`src/rtl/branch_resolve_unit_pkg.sv`:
```
// Shared widths, body field offsets and queue entry type for branch_resolve_unit.
// Optional BRANCH_STATS_EN build adds the taken/not-taken counter width use.
package branch_resolve_unit_pkg;

  localparam int unsigned ADDR_W   = 64;
  localparam int unsigned MAJ_W    = 64;
  localparam int unsigned PID_W    = 20;
  localparam int unsigned TID_W    = 16;
  localparam int unsigned OPC_W    = 12;
  localparam int unsigned FU_W     = 3;
  localparam int unsigned CR_W     = 32;
  localparam int unsigned BODY_W   = 28;
  localparam int unsigned STAT_W   = 32;
  localparam int unsigned REG_SIZE = 5;
  localparam int unsigned IMM_SIZE = 14;

  localparam logic [FU_W-1:0] BRANCH_UNIT_ID = FU_W'(6);

  // Body bit 0 is the MSB, so BO[0:4] lives at vector bits 27..23
  localparam int unsigned BO_LSB = 23;
  localparam int unsigned BI_LSB = 18;
  localparam int unsigned BD_LSB = 4;
  localparam int unsigned AA_BIT = 3;
  localparam int unsigned LK_BIT = 2;

  typedef struct packed {
    logic [OPC_W-1:0]    opcode;
    logic [ADDR_W-1:0]   cia;
    logic [MAJ_W-1:0]    maj_id;
    logic                is64;
    logic [PID_W-1:0]    pid;
    logic [TID_W-1:0]    tid;
    logic [REG_SIZE-1:0] bo;
    logic [REG_SIZE-1:0] bi;
    logic [IMM_SIZE-1:0] bd;
    logic                aa;
    logic                lk;
  } br_entry_t;

endpackage

```
`src/rtl/branch_resolve_unit_if.sv`:
```
// Decoder-facing and resolved-record signals of branch_resolve_unit.
// BRANCH_STATS_EN adds the two statistics counters.
interface branch_resolve_unit_if;
  import branch_resolve_unit_pkg::*;

  logic                enable_i;
  logic                stall_i;
  logic                flush_i;
  logic [OPC_W-1:0]    opcode_i;
  logic [FU_W-1:0]     functionalUnitType_i;
  logic [ADDR_W-1:0]   instructionAddress_i;
  logic [MAJ_W-1:0]    instMajId_i;
  logic                is64Bit_i;
  logic [PID_W-1:0]    instPid_i;
  logic [TID_W-1:0]    instTid_i;
  logic [BODY_W-1:0]   instructionBody_i;
  logic [CR_W-1:0]     cr_i;
  logic                ctrWrite_i;
  logic [ADDR_W-1:0]   ctrWriteData_i;

  logic                full_o;
  logic                enable_o;
  logic [OPC_W-1:0]    opcode_o;
  logic                taken_o;
  logic [ADDR_W-1:0]   targetAddress_o;
  logic                lrWrite_o;
  logic [ADDR_W-1:0]   lrData_o;
  logic [ADDR_W-1:0]   ctr_o;
  logic [MAJ_W-1:0]    instMajId_o;
  logic [PID_W-1:0]    instPid_o;
  logic [TID_W-1:0]    instTid_o;
`ifdef BRANCH_STATS_EN
  logic [STAT_W-1:0]   takenCount_o;
  logic [STAT_W-1:0]   notTakenCount_o;
`endif

  modport master (
    output enable_i, stall_i, flush_i, opcode_i, functionalUnitType_i,
           instructionAddress_i, instMajId_i, is64Bit_i, instPid_i, instTid_i,
           instructionBody_i, cr_i, ctrWrite_i, ctrWriteData_i,
    input  full_o, enable_o, opcode_o, taken_o, targetAddress_o, lrWrite_o,
           lrData_o, ctr_o, instMajId_o, instPid_o, instTid_o
`ifdef BRANCH_STATS_EN
    , input takenCount_o, notTakenCount_o
`endif
  );

  modport slave (
    input  enable_i, stall_i, flush_i, opcode_i, functionalUnitType_i,
           instructionAddress_i, instMajId_i, is64Bit_i, instPid_i, instTid_i,
           instructionBody_i, cr_i, ctrWrite_i, ctrWriteData_i,
    output full_o, enable_o, opcode_o, taken_o, targetAddress_o, lrWrite_o,
           lrData_o, ctr_o, instMajId_o, instPid_o, instTid_o
`ifdef BRANCH_STATS_EN
    , output takenCount_o, notTakenCount_o
`endif
  );

endinterface

```
`src/rtl/branch_resolve_unit_branch_fifo.sv`:
```
// Parameterised circular queue with wrap-bit pointers, combinational full/empty
// and a synchronous flush that discards all entries.
module branch_fifo #(
  parameter int unsigned WIDTH = 8,
  parameter int unsigned DEPTH = 4
) (
  input  logic             clk,
  input  logic             rst_n,
  input  logic             flush,
  input  logic             push,
  input  logic             pop,
  input  logic [WIDTH-1:0] wdata,
  output logic [WIDTH-1:0] rdata,
  output logic             full,
  output logic             empty
);
  localparam int unsigned AW = $clog2(DEPTH);

  logic [WIDTH-1:0] mem [DEPTH];
  logic [AW:0]      wr_ptr;
  logic [AW:0]      rd_ptr;
  logic             do_push;
  logic             do_pop;

  assign empty   = (wr_ptr == rd_ptr);
  assign full    = (wr_ptr[AW] != rd_ptr[AW]) && (wr_ptr[AW-1:0] == rd_ptr[AW-1:0]);
  assign do_pop  = pop & ~empty;
  // A full queue can still take a push when the head leaves in the same cycle
  assign do_push = push & (~full | do_pop);
  assign rdata   = mem[rd_ptr[AW-1:0]];

  always_ff @(posedge clk or negedge rst_n) begin
    if (!rst_n) begin
      wr_ptr <= '0;
      rd_ptr <= '0;
    end else if (flush) begin
      wr_ptr <= '0;
      rd_ptr <= '0;
    end else begin
      if (do_push) wr_ptr <= wr_ptr + (AW+1)'(1);
      if (do_pop)  rd_ptr <= rd_ptr + (AW+1)'(1);
    end
  end

  // Storage needs no reset; only pointed-to entries are ever read as valid
  always_ff @(posedge clk) begin
    if (do_push && !flush) mem[wr_ptr[AW-1:0]] <= wdata;
  end

endmodule

```
`src/rtl/branch_resolve_unit.sv`:
```
// Queues decoded B-form branches, resolves BO/BI against CR and CTR, and emits
// a registered resolved-branch record. Optional macro: BRANCH_STATS_EN.
module branch_resolve_unit
  import branch_resolve_unit_pkg::*;
#(
  parameter int unsigned FIFO_DEPTH = 4
) (
  input logic               clock_i,
  input logic               reset_i,
  branch_resolve_unit_if.slave bus
);

  br_entry_t         in_entry;
  br_entry_t         head;
  br_entry_t         s1;
  logic              s1_valid;
  logic              fifo_full;
  logic              fifo_empty;
  logic              push;
  logic              pop;
  logic              s1_adv;
  logic [ADDR_W-1:0] ctr;
  logic              unused_bits;

  logic [ADDR_W-1:0] ctr_src;
  logic [ADDR_W-1:0] ctr_next;
  logic [ADDR_W-1:0] ext;
  logic [ADDR_W-1:0] seq_addr;
  logic [ADDR_W-1:0] target_c;
  logic [ADDR_W-1:0] lr_data_c;
  logic              ctr_ok;
  logic              cond_ok;
  logic              taken_c;

  logic              out_enable;
  logic [OPC_W-1:0]  out_opcode;
  logic              out_taken;
  logic [ADDR_W-1:0] out_target;
  logic              out_lr_write;
  logic [ADDR_W-1:0] out_lr_data;
  logic [MAJ_W-1:0]  out_maj_id;
  logic [PID_W-1:0]  out_pid;
  logic [TID_W-1:0]  out_tid;

  assign in_entry = '{
    opcode: bus.opcode_i,
    cia:    bus.instructionAddress_i,
    maj_id: bus.instMajId_i,
    is64:   bus.is64Bit_i,
    pid:    bus.instPid_i,
    tid:    bus.instTid_i,
    bo:     bus.instructionBody_i[BO_LSB +: REG_SIZE],
    bi:     bus.instructionBody_i[BI_LSB +: REG_SIZE],
    bd:     bus.instructionBody_i[BD_LSB +: IMM_SIZE],
    aa:     bus.instructionBody_i[AA_BIT],
    lk:     bus.instructionBody_i[LK_BIT]
  };
  // Reserved body bits and the BO hint bit carry no meaning here
  assign unused_bits = ^{bus.instructionBody_i[1:0], s1.bo[0]};

  assign push   = bus.enable_i & ~fifo_full & ~bus.flush_i &
                  (bus.functionalUnitType_i == BRANCH_UNIT_ID);
  assign s1_adv = s1_valid & ~bus.stall_i & ~bus.flush_i;
  assign pop    = ~fifo_empty & ~bus.stall_i & ~bus.flush_i;

  branch_fifo #(
    .WIDTH ($bits(br_entry_t)),
    .DEPTH (FIFO_DEPTH)
  ) u_fifo (
    .clk   (clock_i),
    .rst_n (reset_i),
    .flush (bus.flush_i),
    .push  (push),
    .pop   (pop),
    .wdata (in_entry),
    .rdata (head),
    .full  (fifo_full),
    .empty (fifo_empty)
  );

  // Stage 1 holds the branch being evaluated
  always_ff @(posedge clock_i or negedge reset_i) begin
    if (!reset_i) begin
      s1_valid <= 1'b0;
      s1       <= '0;
    end else if (bus.flush_i) begin
      s1_valid <= 1'b0;
    end else if (!bus.stall_i) begin
      s1_valid <= pop;
      if (pop) s1 <= head;
    end
  end

  // BO[k] maps to bo[4-k]; a same-cycle CTR write becomes the decrement operand
  always_comb begin
    ctr_src   = bus.ctrWrite_i ? bus.ctrWriteData_i : ctr;
    ctr_next  = s1.bo[2] ? ctr_src : ctr_src - ADDR_W'(1);
    ctr_ok    = s1.bo[2] | ((s1.is64 ? (|ctr_next) : (|ctr_next[31:0])) ^ s1.bo[1]);
    cond_ok   = s1.bo[4] | (bus.cr_i[~s1.bi] == s1.bo[3]);
    taken_c   = ctr_ok & cond_ok;
    ext       = {{(ADDR_W-IMM_SIZE-2){s1.bd[IMM_SIZE-1]}}, s1.bd, 2'b00};
    seq_addr  = s1.cia + ADDR_W'(4);
    target_c  = seq_addr;
    lr_data_c = seq_addr;
    if (taken_c) target_c = s1.aa ? ext : s1.cia + ext;
    if (!s1.is64) begin
      target_c[ADDR_W-1:32]  = '0;
      lr_data_c[ADDR_W-1:32] = '0;
    end
  end

  always_ff @(posedge clock_i or negedge reset_i) begin
    if (!reset_i)                   ctr <= '0;
    else if (s1_adv && !s1.bo[2])   ctr <= ctr_next;
    else if (bus.ctrWrite_i)        ctr <= bus.ctrWriteData_i;
  end

  // Stage 2 is the registered resolved-branch record
  always_ff @(posedge clock_i or negedge reset_i) begin
    if (!reset_i) begin
      out_enable   <= 1'b0;
      out_opcode   <= '0;
      out_taken    <= 1'b0;
      out_target   <= '0;
      out_lr_write <= 1'b0;
      out_lr_data  <= '0;
      out_maj_id   <= '0;
      out_pid      <= '0;
      out_tid      <= '0;
    end else if (bus.flush_i) begin
      out_enable   <= 1'b0;
      out_lr_write <= 1'b0;
    end else if (!bus.stall_i) begin
      out_enable   <= s1_valid;
      out_lr_write <= s1_valid & s1.lk;
      if (s1_valid) begin
        out_opcode  <= s1.opcode;
        out_taken   <= taken_c;
        out_target  <= target_c;
        out_lr_data <= lr_data_c;
        out_maj_id  <= s1.maj_id;
        out_pid     <= s1.pid;
        out_tid     <= s1.tid;
      end
    end
  end

  assign bus.full_o          = fifo_full;
  assign bus.enable_o        = out_enable;
  assign bus.opcode_o        = out_opcode;
  assign bus.taken_o         = out_taken;
  assign bus.targetAddress_o = out_target;
  assign bus.lrWrite_o       = out_lr_write;
  assign bus.lrData_o        = out_lr_data;
  assign bus.ctr_o           = ctr;
  assign bus.instMajId_o     = out_maj_id;
  assign bus.instPid_o       = out_pid;
  assign bus.instTid_o       = out_tid;

`ifdef BRANCH_STATS_EN
  logic [STAT_W-1:0] taken_cnt;
  logic [STAT_W-1:0] not_taken_cnt;

  // Saturating counters; survive flush, cleared only by reset
  always_ff @(posedge clock_i or negedge reset_i) begin
    if (!reset_i) begin
      taken_cnt     <= '0;
      not_taken_cnt <= '0;
    end else if (out_enable && !bus.stall_i) begin
      if (out_taken && !(&taken_cnt))          taken_cnt     <= taken_cnt + STAT_W'(1);
      if (!out_taken && !(&not_taken_cnt))     not_taken_cnt <= not_taken_cnt + STAT_W'(1);
    end
  end

  assign bus.takenCount_o    = taken_cnt;
  assign bus.notTakenCount_o = not_taken_cnt;
`endif

endmodule

```
`src/flat_wrapper.sv`:
```
// flat-port wrapper written by rule: the top's interface ports become plain ports
module branch_resolve_unit_flat import branch_resolve_unit_pkg::*;
#(
  parameter int unsigned FIFO_DEPTH = 4
)
  (clock_i, reset_i, bus_enable_i, bus_stall_i, bus_flush_i, bus_opcode_i, bus_functionalUnitType_i, bus_instructionAddress_i, bus_instMajId_i, bus_is64Bit_i, bus_instPid_i, bus_instTid_i, bus_instructionBody_i, bus_cr_i, bus_ctrWrite_i, bus_ctrWriteData_i, bus_full_o, bus_enable_o, bus_opcode_o, bus_taken_o, bus_targetAddress_o, bus_lrWrite_o, bus_lrData_o, bus_ctr_o, bus_instMajId_o, bus_instPid_o, bus_instTid_o);
  branch_resolve_unit_if bus_i ();
  input logic clock_i;
  input logic reset_i;
  input wire logic [$bits(bus_i.enable_i)-1:0] bus_enable_i;
  input wire logic [$bits(bus_i.stall_i)-1:0] bus_stall_i;
  input wire logic [$bits(bus_i.flush_i)-1:0] bus_flush_i;
  input wire logic [$bits(bus_i.opcode_i)-1:0] bus_opcode_i;
  input wire logic [$bits(bus_i.functionalUnitType_i)-1:0] bus_functionalUnitType_i;
  input wire logic [$bits(bus_i.instructionAddress_i)-1:0] bus_instructionAddress_i;
  input wire logic [$bits(bus_i.instMajId_i)-1:0] bus_instMajId_i;
  input wire logic [$bits(bus_i.is64Bit_i)-1:0] bus_is64Bit_i;
  input wire logic [$bits(bus_i.instPid_i)-1:0] bus_instPid_i;
  input wire logic [$bits(bus_i.instTid_i)-1:0] bus_instTid_i;
  input wire logic [$bits(bus_i.instructionBody_i)-1:0] bus_instructionBody_i;
  input wire logic [$bits(bus_i.cr_i)-1:0] bus_cr_i;
  input wire logic [$bits(bus_i.ctrWrite_i)-1:0] bus_ctrWrite_i;
  input wire logic [$bits(bus_i.ctrWriteData_i)-1:0] bus_ctrWriteData_i;
  output wire logic [$bits(bus_i.full_o)-1:0] bus_full_o;
  output wire logic [$bits(bus_i.enable_o)-1:0] bus_enable_o;
  output wire logic [$bits(bus_i.opcode_o)-1:0] bus_opcode_o;
  output wire logic [$bits(bus_i.taken_o)-1:0] bus_taken_o;
  output wire logic [$bits(bus_i.targetAddress_o)-1:0] bus_targetAddress_o;
  output wire logic [$bits(bus_i.lrWrite_o)-1:0] bus_lrWrite_o;
  output wire logic [$bits(bus_i.lrData_o)-1:0] bus_lrData_o;
  output wire logic [$bits(bus_i.ctr_o)-1:0] bus_ctr_o;
  output wire logic [$bits(bus_i.instMajId_o)-1:0] bus_instMajId_o;
  output wire logic [$bits(bus_i.instPid_o)-1:0] bus_instPid_o;
  output wire logic [$bits(bus_i.instTid_o)-1:0] bus_instTid_o;
  assign bus_i.enable_i = bus_enable_i;
  assign bus_i.stall_i = bus_stall_i;
  assign bus_i.flush_i = bus_flush_i;
  assign bus_i.opcode_i = bus_opcode_i;
  assign bus_i.functionalUnitType_i = bus_functionalUnitType_i;
  assign bus_i.instructionAddress_i = bus_instructionAddress_i;
  assign bus_i.instMajId_i = bus_instMajId_i;
  assign bus_i.is64Bit_i = bus_is64Bit_i;
  assign bus_i.instPid_i = bus_instPid_i;
  assign bus_i.instTid_i = bus_instTid_i;
  assign bus_i.instructionBody_i = bus_instructionBody_i;
  assign bus_i.cr_i = bus_cr_i;
  assign bus_i.ctrWrite_i = bus_ctrWrite_i;
  assign bus_i.ctrWriteData_i = bus_ctrWriteData_i;
  assign bus_full_o = bus_i.full_o;
  assign bus_enable_o = bus_i.enable_o;
  assign bus_opcode_o = bus_i.opcode_o;
  assign bus_taken_o = bus_i.taken_o;
  assign bus_targetAddress_o = bus_i.targetAddress_o;
  assign bus_lrWrite_o = bus_i.lrWrite_o;
  assign bus_lrData_o = bus_i.lrData_o;
  assign bus_ctr_o = bus_i.ctr_o;
  assign bus_instMajId_o = bus_i.instMajId_o;
  assign bus_instPid_o = bus_i.instPid_o;
  assign bus_instTid_o = bus_i.instTid_o;
  branch_resolve_unit #(.FIFO_DEPTH(FIFO_DEPTH)) u_core (.clock_i(clock_i), .reset_i(reset_i), .bus(bus_i));
endmodule
```
`config.mk`:
```
export PLATFORM = sky130hd
export DESIGN_NAME = branch_resolve_unit_flat
export DESIGN_NICKNAME = d
export VERILOG_FILES = /design/src/rtl/branch_resolve_unit_pkg.sv /design/src/rtl/branch_resolve_unit_if.sv /design/src/rtl/branch_resolve_unit_branch_fifo.sv /design/src/rtl/branch_resolve_unit.sv /design/src/flat_wrapper.sv
export SDC_FILE = /design/constraint.sdc
export NUM_CORES = 2
export LEC_CHECK = 0
export CAP_MARGIN = 0
export CORE_MARGIN = 5
export CORE_UTILIZATION = 61
export CTS_BUF_LIST = sky130_fd_sc_hd__clkbuf_16
export DETAILED_ROUTE_END_ITERATION = 6
export PLACE_DENSITY_LB_ADDON = 0.08
export REMOVE_ABC_BUFFERS = 1
export SKIP_LAST_GASP = 1
export SLEW_MARGIN = 30
export SYNTH_ARGS = -nofsm -noshare
export SYNTH_HDL_FRONTEND = slang
export SYNTH_SLANG_ARGS = --single-unit
```
`constraint.sdc`:
```
create_clock -name clock_i -period 10.5 [get_ports clock_i]
set_clock_uncertainty 0.2 [all_clocks]
set_input_delay 1.575 -clock clock_i [delete_from_list [all_inputs] [get_ports clock_i]]
set_output_delay 1.575 -clock clock_i [all_outputs]
set_load 0.01 [all_outputs]
```
Word-level counts from Yosys, hierarchy flattened --
Memories as Yosys holds them, arrays and structs flattened. A register that Yosys moved wholly into a read port is not among the register bits. Cells that the tools add are included.
Cells by class: add/sub/neg operators 5, $lt $le $gt $ge 1, equality and inequality tests 6, muxes and demuxes 22, bitwise logic cells 20, reduce and logical (&&, ||, !) cells 12
Operator list (number):
- 64-bit 2-to-1 mux | 5
- 64-bit by 3-bit adder with 64-bit output (second input constant) | 1
- 64-bit adder | 1
- 32-bit 2-to-1 mux | 2
- 64-bit OR reduction | 1
- 64-bit by 1-bit subtractor with 64-bit output (second input constant) | 1
- 32-bit OR reduction | 1
- 3-bit 2-to-1 mux | 4
- 1-bit AND | 11
- 1-bit 2-to-1 mux | 10
- 3-bit by 1-bit adder with 3-bit output (second input constant) | 2
- 5-bit by 6-bit < comparator with 1-bit output (second input constant) | 1
- 3-bit AND reduction | 2
- 1-bit binary-select mux with 5-bit select | 1
- 5-bit NOT | 1
- 1-bit NOT | 4
- 2-bit nonzero test | 2
- 3-bit equality test | 1
- 3-bit equality test (second input constant) | 1
- 1-bit logical AND | 3
- 1-bit logical NOT | 3
- 1-bit OR | 3
- 2-bit equality test | 1
- 2-bit by 1-bit != test with 1-bit output (second input constant) | 1
- other kinds (3) | 3
Word-level totals: bits in registers 314, memory bits (writable) 812, logic and storage cells 80, memories 1
Memories:
- u_core.u_fifo.mem | words 4, width 203, read ports 1, clocked after Yosys merged registers in 1, wr ports 1, line branch_resolve_unit_branch_fifo.sv:19 | logic [WIDTH-1:0] mem [DEPTH];

Logic depth before layout (Yosys ltp) --
word-level depth 10, gate-level depth with buffers 27, mapped depth without buffers 15

Cells and area by module --
A second synthesis with hierarchy kept.
Unflattened totals: cell total of the unflattened synthesis 4005, area, all modules 57807.9 µm²
Modules (own cells, without submodules):
- branch_fifo | times used 1, cells an instance 1116, area an instance 29827.4 µm², sequential area each 24533.5 µm²
- branch_resolve_unit | times used 1, cells an instance 2889, area an instance 27980.6 µm², sequential area each 12762.2 µm²

Worst setup path before layout --
No wires, ideal clock.
path kind input -> register, from input bus_flush_i, to memory u_core.u_fifo.mem[3][0] (netlist bit), enable pin, setup time 0.589 ns, arrival time 6.920 ns, data required time 9.711 ns, slack 2.791 ns, stages 3, cell sequence clkbuf_1 > nor3_1 > and2_1
Between the ends: word-level cells in the longest chain between the ends 8, elaborated cells between the ends (all ways) 11, those cells by class mux: 2; bitwise: 7; reduce/logical: 2
RTL lines:
- from (decl) | line flat_wrapper.sv:12 | input wire logic [$bits(bus_i.flush_i)-1:0] bus_flush_i;
- 1-bit NOT (no line)
- 1-bit AND | line branch_resolve_unit.sv:64 | assign pop = ~fifo_empty & ~bus.stall_i & ~bus.flush_i;
- 1-bit AND | line branch_resolve_unit_branch_fifo.sv:27 | assign do_pop = pop & ~empty;
- 1-bit OR | line branch_resolve_unit_branch_fifo.sv:29 | assign do_push = push & (~full | do_pop);
- 1-bit AND | line branch_resolve_unit_branch_fifo.sv:29
- 1-bit logical AND (*) | line branch_resolve_unit_branch_fifo.sv:47 | if (do_push && !flush) mem[wr_ptr[AW-1:0]] <= wdata;
- 1-bit 2-to-1 mux (*) | line branch_resolve_unit_branch_fifo.sv:47
- 1-bit 2-to-1 mux (not written as such) (*) | line branch_resolve_unit_branch_fifo.sv:47
- to (decl) | line branch_resolve_unit_branch_fifo.sv:19
Every way passes the cells marked *; elsewhere a longest branch is shown, timed or not.

Final worst setup path --
from input bus_ctrWrite_i, to register u_core.out_target[4], in the netlist u_core.bus.targetAddress_o[4]
Between the ends: word-level cells in the longest chain between the ends 9, elaborated cells between the ends (all ways) 10, those cells by class add/sub: 1; mux: 4; bitwise: 3; reduce/logical: 2
RTL lines:
- from (decl) | line flat_wrapper.sv:22 | input wire logic [$bits(bus_i.ctrWrite_i)-1:0] bus_ctrWrite_i;
- 64-bit 2-to-1 mux (*) | line branch_resolve_unit.sv:96 | ctr_src = bus.ctrWrite_i ? bus.ctrWriteData_i : ctr;
- 64-bit by 1-bit subtractor with 64-bit output | line branch_resolve_unit.sv:97 | ctr_next = s1.bo[2] ? ctr_src : ctr_src - ADDR_W'(1);
- 64-bit 2-to-1 mux (*) | line branch_resolve_unit.sv:97
- 64-bit OR reduction / 32-bit OR reduction (equally long branches) | line branch_resolve_unit.sv:98 | ctr_ok = s1.bo[2] | ((s1.is64 ? (|ctr_next) : (|ctr_next[31:0])) ^ s1.bo[1]);
- 1-bit 2-to-1 mux (*) | line branch_resolve_unit.sv:98
- 1-bit XOR (*) | line branch_resolve_unit.sv:98
- 1-bit OR (*) | line branch_resolve_unit.sv:98
- 1-bit AND (*) | line branch_resolve_unit.sv:100 | taken_c = ctr_ok & cond_ok;
- 64-bit 2-to-1 mux (*) | line branch_resolve_unit.sv:105 | if (taken_c) target_c = s1.aa ? ext : s1.cia + ext;
- to (signal assigned) | line branch_resolve_unit.sv:139 | out_target <= target_c;
- to (decl) | line branch_resolve_unit.sv:38 | logic [ADDR_W-1:0] out_target;
Marks and branches as above. A chain may end at the register's enable or synchronous reset.

==> metrics.md <==
| Metric | Value |
|---|---|
| Run status | `finished clean` |
| Starting Density | `between 60% and 70%` |
| Cell mode on critical path | `buf_4` |
| CP Cell Sequence | `buf_6 -> buf_4 -> or3b_1 -> a222oi_1 -> nand3_1 -> or3b_2 -> xnor2_1 -> o2111ai_1 -> nor4_1 -> mux2_2 -> or4b_4 -> buf_4 -> a211oi_1 -> a21o_1 -> o21ai_0` |
| Crit path max fanout | `between 90 and 100` |
| Detailed placer's ending HPWL | `between 90000 and 100000 um` |
| Slowest-stage cell, CP | `or4b_4` |
| CP Data Required Time | `10890 ps` |
| Port Buffers | `around 600` |
| CTS Sinks | `1324` |
| Worst Hold Depth | `2` |
| Final hold slack | `258 ps` |
| Crit. End Element | `register` |
| Max-slew violations | `0` |
| Worst path max stage delay | `approximately 770 ps` |
| PostCTS Resize Cnt | `0` |
| Worst reg2reg path depth | `15` |
| VDD IR max | `about 0.20 mV` |
| FP Rows | `roughly 110` |
| Gpl congestion | `roughly 0.9` |
| First-pass detailed-route iteration total | `7` |
| Synth Register Bits | `between 1000 and 1500` |
| Largest net degree at the start of global routing | `149` |
| Endpoints failing hold | `0` |
| Worst-case clock buffer depth | `3` |
| Reg clk slew, reported paths | `about 60 ps` |
| Proportion of layout cells with a drive suffix above 1 | `~15%` |
| Yosys warnings | `0` |
| Area leader, netlist | `edfxtp_1` |
| WL final | `148000 um` |
| CTS Root Buffer Type | `clkbuf_16` |
| Die area | `roughly 100000 um2` |
| Tot GR Track Use | `between 20 and 30%` |
| Core area | `~93000 um2` |
| H-tree depth | `4` |
| EDFF count, synth | `slightly above 800` |
| Vert. Die Dim | `between 300 and 400 um` |
| Iter 0 DRT Violations | `between 3000 and 4000` |
| Most numerous cell in the Yosys netlist | `edfxtp_1` |
| Initial antenna violation count | `42` |
| Final Power | `14.7 mW` |
| Synth cell types | `between 80 and 90` |
| Top cell type's share of synthesized area | `a little over two fifths` |
| WS Path Type | `in -> reg` |
| Sequential share of the synthesized area | `between 60 and 70%` |
| Min Tclk post-route | `between 7000 and 8000 ps` |
| DR vias | `around 36000` |
| CP arrival | `7620 ps` |
| Delay-heaviest family, CP | `simple AND/OR/NAND/NOR gates` |
| Cell area after layout | `68900 um2` |
| Post-CTS setup buffers | `0` |
| Period Utilization, post-route | `~70%` |
| Crit path buffers/inverters | `3` |
| Power Dens Cells | `~210 nW/um2` |
| Slew margin rel. | `32.4%` |
| Leak | `about 26 nW` |
| Top post-synthesis cells by count | `edfxtp_1 (808), nand2_1 (616), dfrtp_1 (516)` |
| Remaining Overflow, GRT | `0` |
| IO Count | `around 620` |
| Placed inst area | `64500 um2` |
| Top area cells in the synthesized netlist | `edfxtp_1 (42%), dfrtp_1 (23%), mux4_2 (8.4%)` |
| Fmax | `about 140 MHz` |
| Unrepaired setup endpoints after global routing | `no` |
| Async set-reset flop share out of synthesis | `39.0%` |
| Vias in the first global route | `~36000` |
| Final Setup Violations | `0` |
| Area growth, synth to finish | `20.6%` |
| Vias per cell | `~6` |
| Die X | `~320 um` |
| Residual DRC | `0` |
| Startpoint types | `primary input` |
| Syn_area_per_cell | `14.5 um2` |
| Final Core Density | `around three quarters` |
| CTS tree | `built` |
| Top FF cell, synth | `edfxtp_1` |
| Cell Area, Synth | `approximately 57000 um2` |
| Critical path depth | `15` |
| Max-cap violations | `0` |
| Routed Antenna Nets | `0` |
| Worst Max-Slew Pin Slew | `approximately 1000 ps` |
| Clock Latency Late Sink | `roughly 750 ps` |
| Total CTS buffers | `about 140` |
| Gate Count Post-Synth | `between 3000 and 4000` |
| Hold-fix buffers, CTS | `0` |
| Drt wl/cell | `approximately 25 um` |
| First-pass GRT wire length | `about 220000 um` |
| Fin nets | `4924` |
| Hold/Removal Path Class | `reg -> reg` |
==> cell families after synthesis <==
| kind of cell | count (synthesis) | share of synthesized area, % |
|---|---|---|
| buf+inv | 224 | 1.66 |
| simple gates | 1109 | 9.07 |
| mux | 488 | 13.7 |
| compound gates | 520 | 5.78 |
| fa+ha+maj | 69 | 1.52 |
| flops | 1324 | 65.1 |
| xor+xnor | 211 | 3.23 |
==> state kept, by name, summed over array words and instances (netlist names), 3 cells and up <==
signal and flops:
u_core.bus.instPid_o 20, u_core.bus.lrData_o 64, u_core.bus.instMajId_o 64, u_core.bus.ctr_o 64, u_core.bus.opcode_o 12, u_core.ext 14, u_core.s1 188, u_core.bus.targetAddress_o 64
u_core.bus.instTid_o 16, u_core.u_fifo.wr_ptr 3, u_core.u_fifo.rd_ptr 3, u_core.u_fifo.mem 808
==> final cells by class <==
cell class              instances  area, um2
diodes                         29       72.6
well taps                    1254       1570
flip-flops and latches       1324      37200
multi-input cells            2397      19000
repair buffers                653       6570
inverters                      33        124
clock buffers                 138       3450
fillers                      5964      24300
clock inverters               113        857
==> worst paths after layout <==
kind                                          start                             to  slack [ps]
worst max-delay path                 bus_ctrWrite_i  u_core.bus.targetAddress_o[4]        3270
worst min-delay path                  u_core.s1[73]     u_core.bus.instMajId_o[10]         260
worst max register to register  u_core.bus.ctr_o[0]  u_core.bus.targetAddress_o[4]        4690
worst min register to register        u_core.s1[73]     u_core.bus.instMajId_o[10]         260
max in group asynchronous                   reset_i                 u_core.s1[117]        7490
min in group asynchronous                   reset_i         u_core.bus.opcode_o[0]         610
==> per-layer routing <==
metal	vias up	share of wire, %	GRT usage (%)
met1	18006	39	38.9
met5	-	0.11	0
met3	295	8.3	8.39
met4	26	4.0	12.9
li1	16046	-	-
met2	1240	48	46.7
==> stage by stage <==
step / TNS, ps / instances / setup WS, ps
after global routing: 0 / 5936 / 3050
after CTS: 0 / 5911 / 3400
after global placement: 0 / 5660 / 2650
final: 0 / 5941 / 3270
after floorplan: -4225670 / 3754 / -7930
after detailed placement: 0 / 5660 / 2600
==> tightest hold or removal path, stage by stage (launching register included) <==
cell and delay [ps]:
dfrtp_1 340, nand2_1 50, nand2_1 50
==> cell usage in the layout (no fill, tap or decap), types with 35 or more instances in the layout <==
cell type and count:
clkbuf_16 138, o21ai_0 146, nand2_1 616, nor3b_1 36, xor2_1 106, mux2i_1 69
mux2_2 205, ha_1 68, inv_1 72, nand3_1 42, dfrtp_1 512, nor3_1 79
nor2_1 126, xnor2_1 105, edfxtp_1 808, a21o_1 59, o21ai_1 35, clkdlybuf4s50_1 612
a21oi_1 96, mux4_2 212
==> report_power, final <==
part	switching, mW	leakage, nW	internal (mW)	total (mW)
Clock	2.04	2.25	2.61	4.64
Combinational	1.91	9.64	1.60	3.51
Sequential	0.491	14.0	6.02	6.52
Total	4.43	25.9	10.2	14.7
No activity file was read; power rests on OpenSTA's default activity.
